[config.mk]
export PLATFORM = sky130hd
export DESIGN_NAME = uart_tx_sched_flat
export DESIGN_NICKNAME = d
export VERILOG_FILES = /design/src/rtl/uart_tx_sched_if.sv /design/src/rtl/uart_tx_sched.sv /design/src/flat_wrapper.sv
export SDC_FILE = /design/constraint.sdc
export NUM_CORES = 1
export LEC_CHECK = 0
export ABC_AREA = 1
export CAP_MARGIN = 20
export CORE_ASPECT_RATIO = 0.5
export CORE_UTILIZATION = 50
export DETAILED_ROUTE_END_ITERATION = 10
export PLACE_DENSITY = 0.81
export SLEW_MARGIN = 30
export SYNTH_ARGS = -nofsm -noshare
export SYNTH_HDL_FRONTEND = slang
export SYNTH_SLANG_ARGS = --single-unit
[constraint.sdc]
create_clock -name clk -period 2.1 [get_ports clk]
set_input_delay 0.42 -clock clk [delete_from_list [all_inputs] [get_ports clk]]
set_output_delay 0.42 -clock clk [all_outputs]
set_load 0.05 [all_outputs]
[src/rtl/uart_tx_sched_if.sv]
// Bus bundle between the UART transmit scheduler and its surroundings.
//   master : requesters + config writer + transmitter observer (drives req/din/cfg)
//   slave  : the scheduler (drives transmitter controls, grant, done, busy)
// Signals:
//   req[NREQ]      level request per requester, held until its done pulse
//   din_all[8*NREQ] byte of requester i on din_all[8i+7:8i]
//   cfg_we/idx/data per-requester frame config write {par[1:0], snum, dnum}
//   tx_start_n     active-low start strobe to the transmitter
//   tx_din/tx_par/tx_snum/tx_dnum  frame byte and format to the transmitter
//   grant[NREQ]    one-hot owner of the current frame
//   done[NREQ]     one-cycle end-of-frame pulse to the owner
//   busy           scheduler is between ARB and the end of the inter-frame gap
interface uart_tx_sched_if #(
  parameter int NREQ = 4
);
  logic [NREQ-1:0]   req;
  logic [8*NREQ-1:0] din_all;
  logic              cfg_we;
  logic [1:0]        cfg_idx;
  logic [3:0]        cfg_data;
  logic              tx_start_n;
  logic [7:0]        tx_din;
  logic [1:0]        tx_par;
  logic              tx_snum;
  logic              tx_dnum;
  logic [NREQ-1:0]   grant;
  logic [NREQ-1:0]   done;
  logic              busy;

  modport master (
    output req, din_all, cfg_we, cfg_idx, cfg_data,
    input  tx_start_n, tx_din, tx_par, tx_snum, tx_dnum, grant, done, busy
  );

  modport slave (
    input  req, din_all, cfg_we, cfg_idx, cfg_data,
    output tx_start_n, tx_din, tx_par, tx_snum, tx_dnum, grant, done, busy
  );
endinterface

[src/rtl/uart_tx_sched.sv]
// Round-robin scheduler sharing one bit-per-clock UART transmitter among
// four requesters. The transmitter has no busy output, so frames are timed
// here by cycle count: 11 cycles with one stop bit, 12 with two.
// Ports:
//   clk  : clock, rising edge
//   rst  : asynchronous active-low reset
//   bus  : uart_tx_sched_if.slave (requests, config writes, transmitter
//          controls, grant/done/busy)
// Parameters:
//   NREQ : number of requesters (fixed at 4, index is 2 bits)
//   GAP  : idle cycles between consecutive frames (0..15)
module uart_tx_sched #(
  parameter int NREQ = 4,
  parameter int GAP  = 1
) (
  input  logic             clk,
  input  logic             rst,
  uart_tx_sched_if.slave   bus
);

  typedef enum logic [2:0] {
    S_IDLE,
    S_ARB,
    S_START,
    S_SEND,
    S_GAP
  } state_t;

  localparam logic [3:0] CFG_RST  = 4'b0110;  // par=01 (none), 1 stop, 8 bits
  localparam logic [3:0] GAP_CNT  = 4'(GAP);
  localparam logic [3:0] FLEN1_M1 = 4'd10;    // 11-cycle frame, one stop bit
  localparam logic [3:0] FLEN2_M1 = 4'd11;    // 12-cycle frame, two stop bits

  state_t            r_state;
  logic [1:0]        r_ptr;
  logic [1:0]        r_owner;
  logic [3:0]        r_cnt;
  logic [3:0]        r_cfg [NREQ];

  logic              r_start_n;
  logic [7:0]        r_din;
  logic [1:0]        r_par;
  logic              r_snum;
  logic              r_dnum;
  logic [NREQ-1:0]   r_grant;
  logic [NREQ-1:0]   r_done;
  logic              r_busy;

  logic [1:0]        w_win;
  logic [1:0]        w_idx;
  logic              w_any;

  // Round-robin pick: scan from the highest offset down so the request
  // closest to r_ptr is the last (winning) assignment.
  // NOTE: every always_comb output gets a default first so no latch is inferred.
  always_comb begin
    w_win = r_ptr;
    w_idx = '0;
    w_any = |bus.req;
    for (int k = NREQ - 1; k >= 0; k--) begin
      w_idx = r_ptr + 2'(k);
      if (bus.req[w_idx]) begin
        w_win = w_idx;
      end
    end
  end

  // Config registers are written in any state; ARB reads the pre-edge value,
  // so a same-cycle write to the winner's slot affects only its next frame.
  // NOTE: this small register file is reset explicitly because its reset value
  // defines the default frame format; large memories would not be.
  always_ff @(posedge clk or negedge rst) begin
    if (!rst) begin
      for (int i = 0; i < NREQ; i++) begin
        r_cfg[i] <= CFG_RST;
      end
    end else if (bus.cfg_we) begin
      r_cfg[bus.cfg_idx] <= bus.cfg_data;
    end
  end

  // NOTE: sequential state uses non-blocking assignments only, so every
  // register here sees the pre-edge values of every other register.
  always_ff @(posedge clk or negedge rst) begin
    if (!rst) begin
      r_state   <= S_IDLE;
      r_ptr     <= '0;
      r_owner   <= '0;
      r_cnt     <= '0;
      r_start_n <= 1'b1;
      r_din     <= '0;
      r_par     <= 2'b01;
      r_snum    <= 1'b1;
      r_dnum    <= 1'b0;
      r_grant   <= '0;
      r_done    <= '0;
      r_busy    <= 1'b0;
    end else begin
      r_done <= '0;  // single-cycle pulse unless SEND raises it below
      case (r_state)
        S_IDLE: begin
          r_start_n <= 1'b1;
          if (w_any) begin
            r_state <= S_ARB;
            r_busy  <= 1'b1;
          end
        end

        S_ARB: begin
          if (w_any) begin
            r_din                    <= bus.din_all[8*w_win +: 8];
            {r_par, r_snum, r_dnum}  <= r_cfg[w_win];
            r_grant                  <= NREQ'(1) << w_win;
            r_owner                  <= w_win;
            r_ptr                    <= w_win + 2'd1;
            r_start_n                <= 1'b0;
            r_state                  <= S_START;
          end else begin
            // Request withdrawn before a winner was latched.
            r_grant <= '0;
            r_busy  <= 1'b0;
            r_state <= S_IDLE;
          end
        end

        S_START: begin
          r_start_n <= 1'b1;
          // Frame length comes from the latched format, not the live config.
          r_cnt     <= r_snum ? FLEN1_M1 : FLEN2_M1;
          r_state   <= S_SEND;
        end

        S_SEND: begin
          if (r_cnt == 4'd1) begin
            r_done  <= NREQ'(1) << r_owner;
            r_grant <= '0;
            r_cnt   <= GAP_CNT;
            r_state <= S_GAP;
          end else begin
            r_cnt <= r_cnt - 4'd1;
          end
        end

        S_GAP: begin
          // The done cycle is the first GAP cycle; GAP more cycles follow.
          if (r_cnt == 4'd0) begin
            if (w_any) begin
              r_state <= S_ARB;
            end else begin
              r_busy  <= 1'b0;
              r_state <= S_IDLE;
            end
          end else begin
            r_cnt <= r_cnt - 4'd1;
          end
        end

        default: begin
          r_state <= S_IDLE;
        end
      endcase
    end
  end

  assign bus.tx_start_n = r_start_n;
  assign bus.tx_din     = r_din;
  assign bus.tx_par     = r_par;
  assign bus.tx_snum    = r_snum;
  assign bus.tx_dnum    = r_dnum;
  assign bus.grant      = r_grant;
  assign bus.done       = r_done;
  assign bus.busy       = r_busy;

endmodule

[src/flat_wrapper.sv]
// flat-port wrapper written by rule: the top's interface ports become plain ports
module uart_tx_sched_flat 
#(
  parameter int NREQ = 4,
  parameter int GAP  = 1
)
  (clk, rst, bus_req, bus_din_all, bus_cfg_we, bus_cfg_idx, bus_cfg_data, bus_tx_start_n, bus_tx_din, bus_tx_par, bus_tx_snum, bus_tx_dnum, bus_grant, bus_done, bus_busy);
  uart_tx_sched_if #(.NREQ(NREQ)) bus_i ();
  input  logic clk;
  input  logic rst;
  input wire logic [$bits(bus_i.req)-1:0] bus_req;
  input wire logic [$bits(bus_i.din_all)-1:0] bus_din_all;
  input wire logic [$bits(bus_i.cfg_we)-1:0] bus_cfg_we;
  input wire logic [$bits(bus_i.cfg_idx)-1:0] bus_cfg_idx;
  input wire logic [$bits(bus_i.cfg_data)-1:0] bus_cfg_data;
  output wire logic [$bits(bus_i.tx_start_n)-1:0] bus_tx_start_n;
  output wire logic [$bits(bus_i.tx_din)-1:0] bus_tx_din;
  output wire logic [$bits(bus_i.tx_par)-1:0] bus_tx_par;
  output wire logic [$bits(bus_i.tx_snum)-1:0] bus_tx_snum;
  output wire logic [$bits(bus_i.tx_dnum)-1:0] bus_tx_dnum;
  output wire logic [$bits(bus_i.grant)-1:0] bus_grant;
  output wire logic [$bits(bus_i.done)-1:0] bus_done;
  output wire logic [$bits(bus_i.busy)-1:0] bus_busy;
  assign bus_i.req = bus_req;
  assign bus_i.din_all = bus_din_all;
  assign bus_i.cfg_we = bus_cfg_we;
  assign bus_i.cfg_idx = bus_cfg_idx;
  assign bus_i.cfg_data = bus_cfg_data;
  assign bus_tx_start_n = bus_i.tx_start_n;
  assign bus_tx_din = bus_i.tx_din;
  assign bus_tx_par = bus_i.tx_par;
  assign bus_tx_snum = bus_i.tx_snum;
  assign bus_tx_dnum = bus_i.tx_dnum;
  assign bus_grant = bus_i.grant;
  assign bus_done = bus_i.done;
  assign bus_busy = bus_i.busy;
  uart_tx_sched #(.NREQ(NREQ), .GAP(GAP)) u_core (.clk(clk), .rst(rst), .bus(bus_i));
endmodule
==> flow_metrics.py, run 1 <==
metrics = {
    "run_status": {
        "status": "finished clean",
    },
    "detailed_routing": {
        "ant_nets": 0,
        "vias_per_cell": 5.19,
        "drtIter0Drc": 121,
        "remaining_drc_errors": 0,
        "dr_total_vias": 2801,
        "drt-pass1-iter-count": 4,
        "wl_per_cell_um": 12.8,
        "wirelength_um": 6910,
    },
    "clock_network": {
        "hold_buffers": 0,
        "clk_pin_slew_ns": 0.10,
        "clock_latency_ns": 0.30,
        "cts_buffers": 5,
        "cts_root_buf": "clkbuf_8",
        "clkSinkCount": 49,
        "htree_levels": 2,
        "cts_tree": "built",
        "cts_buffer_depth": 2,
    },
    "synthesis": {
        "ys_types": 30,
        "netlist_area_um2": 2790,
        "seq_area_frac_synth_pct": 44.5,
        "async_flop_share_pct": 100,
        "synth_ff_type": "dfrtp_1",
        "ys_warn_count": 0,
        "netlist_instances": 393,
        "synth_most_common_cell": "nand2_1",
        "yosys.area.top_type": "dfrtp_1",
        "ys_ff_latch": 49,
        "synth_common_cells": "nand2_1 (153), inv_1 (53), nand3_1 (52), dfrtp_1 (38), o21ai_0 (24)",
        "ys_top_cells_by_area": "dfrtp_1 (34%), nand2_1 (21%), dfstp_2 (10%)",
        "synth_edf_count": 0,
        "syn_nets": 440,
        "yosysTopAreaCellShare_pct": 34.1,
        "syn_area_per_cell_um2": 7.09,
    },
    "critical_path": {
        "reg2reg_to": "u_core.r_cnt[2]",
        "critPathCaptureType": "flop",
        "reg2reg_slack_ns": 0.21,
        "path_max_fanout": 24,
        "worstReg2RegStart": "u_core.r_cnt[0]",
        "cpMaxStageDelayCell": "clkdlybuf4s50_1",
        "crit_path_start_kind": "input pin",
        "cp.arrival_ns": 2.13,
        "cp_cell_sequence": "clkdlybuf4s50_1 > inv_1 > o21ai_1 > nand2_1 > nand2_1 > nand2_1 > nand2_2 > nand2_2 > nand2_4 > buf_12 > nand3_1 > nand3_1 > nand2_1 > nand2_1 > nand2_1",
        "critPathMostFrequentCell": "nand2_1",
        "cp_slowest_stage_delay_ns": 0.45,
        "required_ns": 2.29,
        "crit_type": "in2reg",
        "r2r_cells": 8,
    },
    "min_path": {
        "hp-class": "in2async",
    },
    "power_and_ir_drop": {
        "clkPwrFrac_pct": 9.7,
        "comb_power_share_pct": 64.6,
        "vdd_drop_max_mv": 0.845,
        "power_leakage_uw": 0.00193,
        "p_sw_share_pct": 51.6,
        "p_sw_uw": 3120,
        "seqPwrFrac_pct": 25.7,
        "powerDensity_nw_per_um2": 1640,
        "p_int_uw": 2930,
        "finalPower_uw": 6040,
    },
    "finish": {
        "num_antenna_cells": 0,
        "areaGrowthSynthToFinish_pct": 32.3,
        "fillers": 397,
        "final_area_um2": 3690,
        "drive_gt1_share_pct": 11.5,
        "fin_nets": 516,
    },
    "floorplanning": {
        "die-area_um2": 5890,
        "io_pins": 67,
        "die_w_um": 108,
        "dieHeight_um": 54.8,
        "rows": 18,
        "floorplan.initialDensity_pct": 54.2,
        "core-area_um2": 5130,
    },
    "place": {
        "placedInstanceArea_um2": 3580,
        "gp_congestion": 0.881,
        "dp_hpwl_um": 5210,
        "dp_worst_setup_slack_ns": -0.179,
        "numPortBuffers": 66,
    },
    "run": {
        "drv_cap": 0,
    },
    "global_route": {
        "grt_pass1_wl_um": 11400,
        "grt_max_degree": 27,
        "grt_overflow": 0,
        "globalRouteTotalUtil_pct": 25.3,
        "grt_antenna_before_repair": 0,
        "first_global_vias": 2658,
    },
    "sta": {
        "skew_ns": 0.0129,
        "rsz0062_at_grt": "no",
        "relSlewSlack_pct": 66.4,
        "slew_viol_final": 0,
        "fin_crit_sh_pct": 92.4,
        "finalWorstSetupSlack_ns": 0.160,
        "tns_ns": 0,
        "setup-violations-final": 0,
        "hold_viol": 0,
        "period_needed_ns": 1.94,
        "tightest_slew_ns": 0.502,
        "max_freq_mhz": 516,
    },
}
==> power by group through the flow <==
| stage | sequential [µW] | combinational (µW) | clock, µW |
|---|---|---|---|
| after detailed placement | 1560 | 3840 | 0 |
| after global routing | 1590 | 4300 | 645 |
| after global placement | 1550 | 3710 | 0 |
| final | 1560 | 3900 | 587 |
| after floorplan | 2040 | 2320 | 0 |
| after CTS | 1540 | 3860 | 600 |
==> cells by family after synthesis <==
family | share of synthesized area [%]
adders and majority gates | 0.898
buffers and inverters | 11.2
AOI/OAI and AO/OA | 7.77
and+or+nand+nor | 35.3
DFF | 44.5
xor gates and xnor gates | 0.315
==> stage by stage <==
step	hold slack, ns	std cells	util, %
6_report	0.0679	540	71.8
5_1_grt	0.0957	540	71.8
4_1_cts	0.0818	540	71.6
3_5_place_dp	0.415	532	69.7
3_3_place_gp	0.406	532	69.7
2_1_floorplan	0.124	393	-
==> worst max-delay path, delay by kind of cell <==
| family | cells | cell delay, ns |
|---|---|---|
| compound gates | 1 | 0.18 |
| buf+inv | 3 | 0.68 |
| simple gates | 11 | 0.83 |
==> routing by layer <==
metal  routed length (µm)  global-route usage [%]  up-vias
met5                    0                       0        -
met2                 3640                    51.6       88
li1                     -                       -     1377
met3                  365                    6.07        8
met4                   61                    7.99        0
met1                 2850                    26.9     1328
==> flip-flops by register name, summed over array words and instances (netlist names), 3 cells and up <==
signal / count
u_core.bus.done: 4
u_core.bus.grant: 4
u_core.r_cfg: 16
u_core.r_cnt: 4
u_core.r_state: 3
u_core.bus.tx_din: 8
==> placed cells by master (no fill, tap or decap), drive strengths merged, types with 2 or more instances in the layout <==
master	netlist	final
nand2	158	158
dfrtp	38	38
o21ai	27	27
inv	60	60
dfstp	11	11
clkbuf	2	6
nor2	9	9
clkdlybuf4s50	0	62
clkinv	0	2
nor3	8	8
buf	10	19
ha	2	2
a21oi	6	6
o211ai	2	2
nand3	53	53
==> what timing repair did <==
item	in CTS	in global routing
resized for setup	0	2
endpoints found under the setup margin	0	15
setup buffers	0	0
==> area by class of cell <==
type | count | area (µm²) | area share (%)
multi-input cells | 272 | 1240 | 33.7
repair buffers | 81 | 786 | 21.3
well taps | 70 | 87.6 | 2.38
flip-flops and latches | 49 | 1240 | 33.7
clock inverters | 2 | 13.8 | 0.373
clock buffers | 6 | 82.6 | 2.24
inverters | 60 | 233 | 6.31
==> how the worst max path moves through the flow <==
stage / start / slack, ns / to
3_3_place_gp: bus_req[3] / -0.08 / u_core.bus.tx_din[3]
2_1_floorplan: u_core.r_ptr[0] / 0.44 / u_core.bus.tx_dnum
3_5_place_dp: bus_req[3] / -0.18 / u_core.bus.tx_din[4]
5_1_grt: u_core.r_cnt[0] / 0.04 / u_core.r_cnt[3]
4_1_cts: u_core.r_ptr[0] / 0.09 / u_core.bus.tx_din[7]
6_report: bus_req[3] / 0.16 / u_core.bus.tx_din[7]
Power figures use the tool's default switching activity.
==> run 2: changes to the inputs <==
Settings changed: CAP_MARGIN 20 to 5.
==> results of run 2 <==
Final layout, timing and power as in run 1 (identical DEF).
==> run 3: changes to the inputs <==
Settings changed: CORE_MARGIN set to 2.
==> run 3 against run 2 <==
Compared with the run above:
- cell count rose by 1.5%
- setup slack got worse by 0.099 ns
- clock power rose by 14%
- cell area rose by 0.88%
- wire length fell by 5.4%
- non-clock buffer count rose by 5
- worst hold slack improved by 0.14 ns
==> flow_metrics.py, run 3 (synthesis results as in run 1) <==
metrics = {
    "run_status": {
        "status": "finished clean",
    },
    "detailed_routing": {
        "vias_per_cell": 4.95,
        "ant_nets": 0,
        "wirelength_um": 6540,
        "drtIter0Drc": 142,
        "dr_total_vias": 2715,
        "remaining_drc_errors": 0,
        "wl_per_cell_um": 11.9,
        "drt-pass1-iter-count": 4,
    },
    "power_and_ir_drop": {
        "vdd_drop_max_mv": 0.838,
        "powerDensity_nw_per_um2": 1640,
        "finalPower_uw": 6100,
        "power_leakage_uw": 0.00195,
    },
    "floorplanning": {
        "core-area_um2": 5420,
        "rows": 19,
        "die-area_um2": 6220,
        "io_pins": 67,
        "die_w_um": 110,
        "dieHeight_um": 56.8,
        "floorplan.initialDensity_pct": 51.4,
    },
    "finish": {
        "stdcell_count": 548,
        "areaGrowthSynthToFinish_pct": 33.5,
        "final_area_um2": 3720,
        "regMostFlops": "u_core.r_cfg",
        "final_common_cell": "nand2_1",
        "largest_register_ffs": 16,
        "most-common-layout-cells": "nand2_1 (153), clkdlybuf4s50_1 (63), inv_1 (53)",
        "num_antenna_cells": 0,
        "fin_nets": 521,
        "drive_gt1_share_pct": 11.8,
    },
    "critical_path": {
        "r2r_cells": 16,
        "path_buf_inv": 1,
        "path_max_fanout": 2,
        "cp.arrival_ns": 1.62,
        "reg2reg_slack_ns": 0.25,
        "crit_path_start_kind": "flop",
        "required_ns": 1.68,
        "cp_cell_sequence": "clkdlybuf4s50_1",
        "cpMaxStageDelayCell": "clkdlybuf4s50_1",
        "critPathCaptureType": "output port",
        "cp_slowest_stage_delay_ns": 0.79,
        "reg2reg_to": "u_core.bus.tx_din[3]",
        "worstReg2RegStart": "u_core.r_ptr[0]",
        "crit_type": "reg2out",
        "cp_top_family": "buffers and inverters",
    },
    "global_route": {
        "grt_max_degree": 50,
        "globalRouteTotalUtil_pct": 22.9,
        "grt_pass1_wl_um": 11200,
        "grt_overflow": 0,
        "grt_antenna_before_repair": 0,
        "first_global_vias": 2611,
    },
    "clock_network": {
        "cts_buffer_depth": 2,
        "cts_buffers": 5,
        "htree_levels": 2,
        "clock_latency_ns": 0.30,
        "clk_pin_slew_ns": 0.09,
        "cts_tree": "built",
        "hold_buffers": 0,
        "cts_root_buf": "clkbuf_8",
        "clkSinkCount": 49,
    },
    "place": {
        "gp_congestion": 0.861,
        "placedInstanceArea_um2": 3610,
        "numPortBuffers": 66,
        "dp_hpwl_um": 4950,
        "dpl.cell_count": 540,
    },
    "min_path": {
        "hp-class": "in2async",
    },
    "sta": {
        "relSlewSlack_pct": 59.6,
        "slew_viol_final": 0,
        "max_freq_mhz": 491,
        "fin_crit_sh_pct": 97.1,
        "rsz0062_at_grt": "no",
        "skew_ns": 0.00837,
        "setup-violations-final": 0,
        "tightest_slew_ns": 0.606,
        "period_needed_ns": 2.04,
        "hold_viol": 0,
    },
    "run": {
        "drv_cap": 0,
    },
}
==> run 3: metrics by stage <==
| stage | setup slack, ns | TNS, ns | utilization, % | hold WS (ns) |
|---|---|---|---|---|
| floorplan | 0.438 | 0 | - | 0.124 |
| global placement | -0.0841 | -0.791 | 66.6 | 0.446 |
| detailed placement | -0.146 | -1.58 | 66.6 | 0.453 |
| CTS | 0.0487 | 0 | 68.6 | 0.230 |
| global route | 0.00251 | 0 | 68.6 | 0.256 |
| finish | 0.0615 | 0 | 68.6 | 0.207 |
==> run 3: how the worst max path moves through the flow <==
| stage | end | from | slack, ns | cells past startpoint |
|---|---|---|---|---|
| 6_report | bus_tx_par[0] | u_core.bus.tx_par[0] | 0.06 | 1 |
| 3_3_place_gp | u_core.bus.tx_din[0] | bus_req[3] | -0.08 | 15 |
| 5_1_grt | u_core.bus.tx_din[6] | bus_req[3] | 0.003 | 14 |
| 2_1_floorplan | u_core.bus.tx_dnum | u_core.r_ptr[0] | 0.44 | 18 |
| 4_1_cts | bus_tx_par[0] | u_core.bus.tx_par[0] | 0.05 | 1 |
| 3_5_place_dp | u_core.bus.tx_din[3] | bus_req[3] | -0.15 | 16 |
==> run 3: layer usage <==
metal | global-route usage (%) | wire length (µm)
met1 | 29.0 | 3060
met2 | 39.1 | 3150
met3 | 3.95 | 211
met4 | 8.86 | 122
met5 | 0 | 0
==> run 3: area by class of cell <==
cell class | instances | area, µm²
Timing Repair Buffer | 86 | 813
Multi-Input combinational cell | 272 | 1230
Fill cell | 461 | 1700
Clock buffer | 6 | 72.6
Tap cell | 73 | 91.3
Sequential cell | 49 | 1240
Clock inverter | 2 | 33.8
Inverter | 60 | 233
==> run 3: what timing repair did <==
action	CTS	global route
gates resized for setup	0	1
setup buffers	0	0
endpoints found under the setup margin	0	10
==> run 3: report_power, final <==
part	switching (µW)	internal [µW]
Sequential	242	1300
Clock	315	352
Combinational	2500	1400
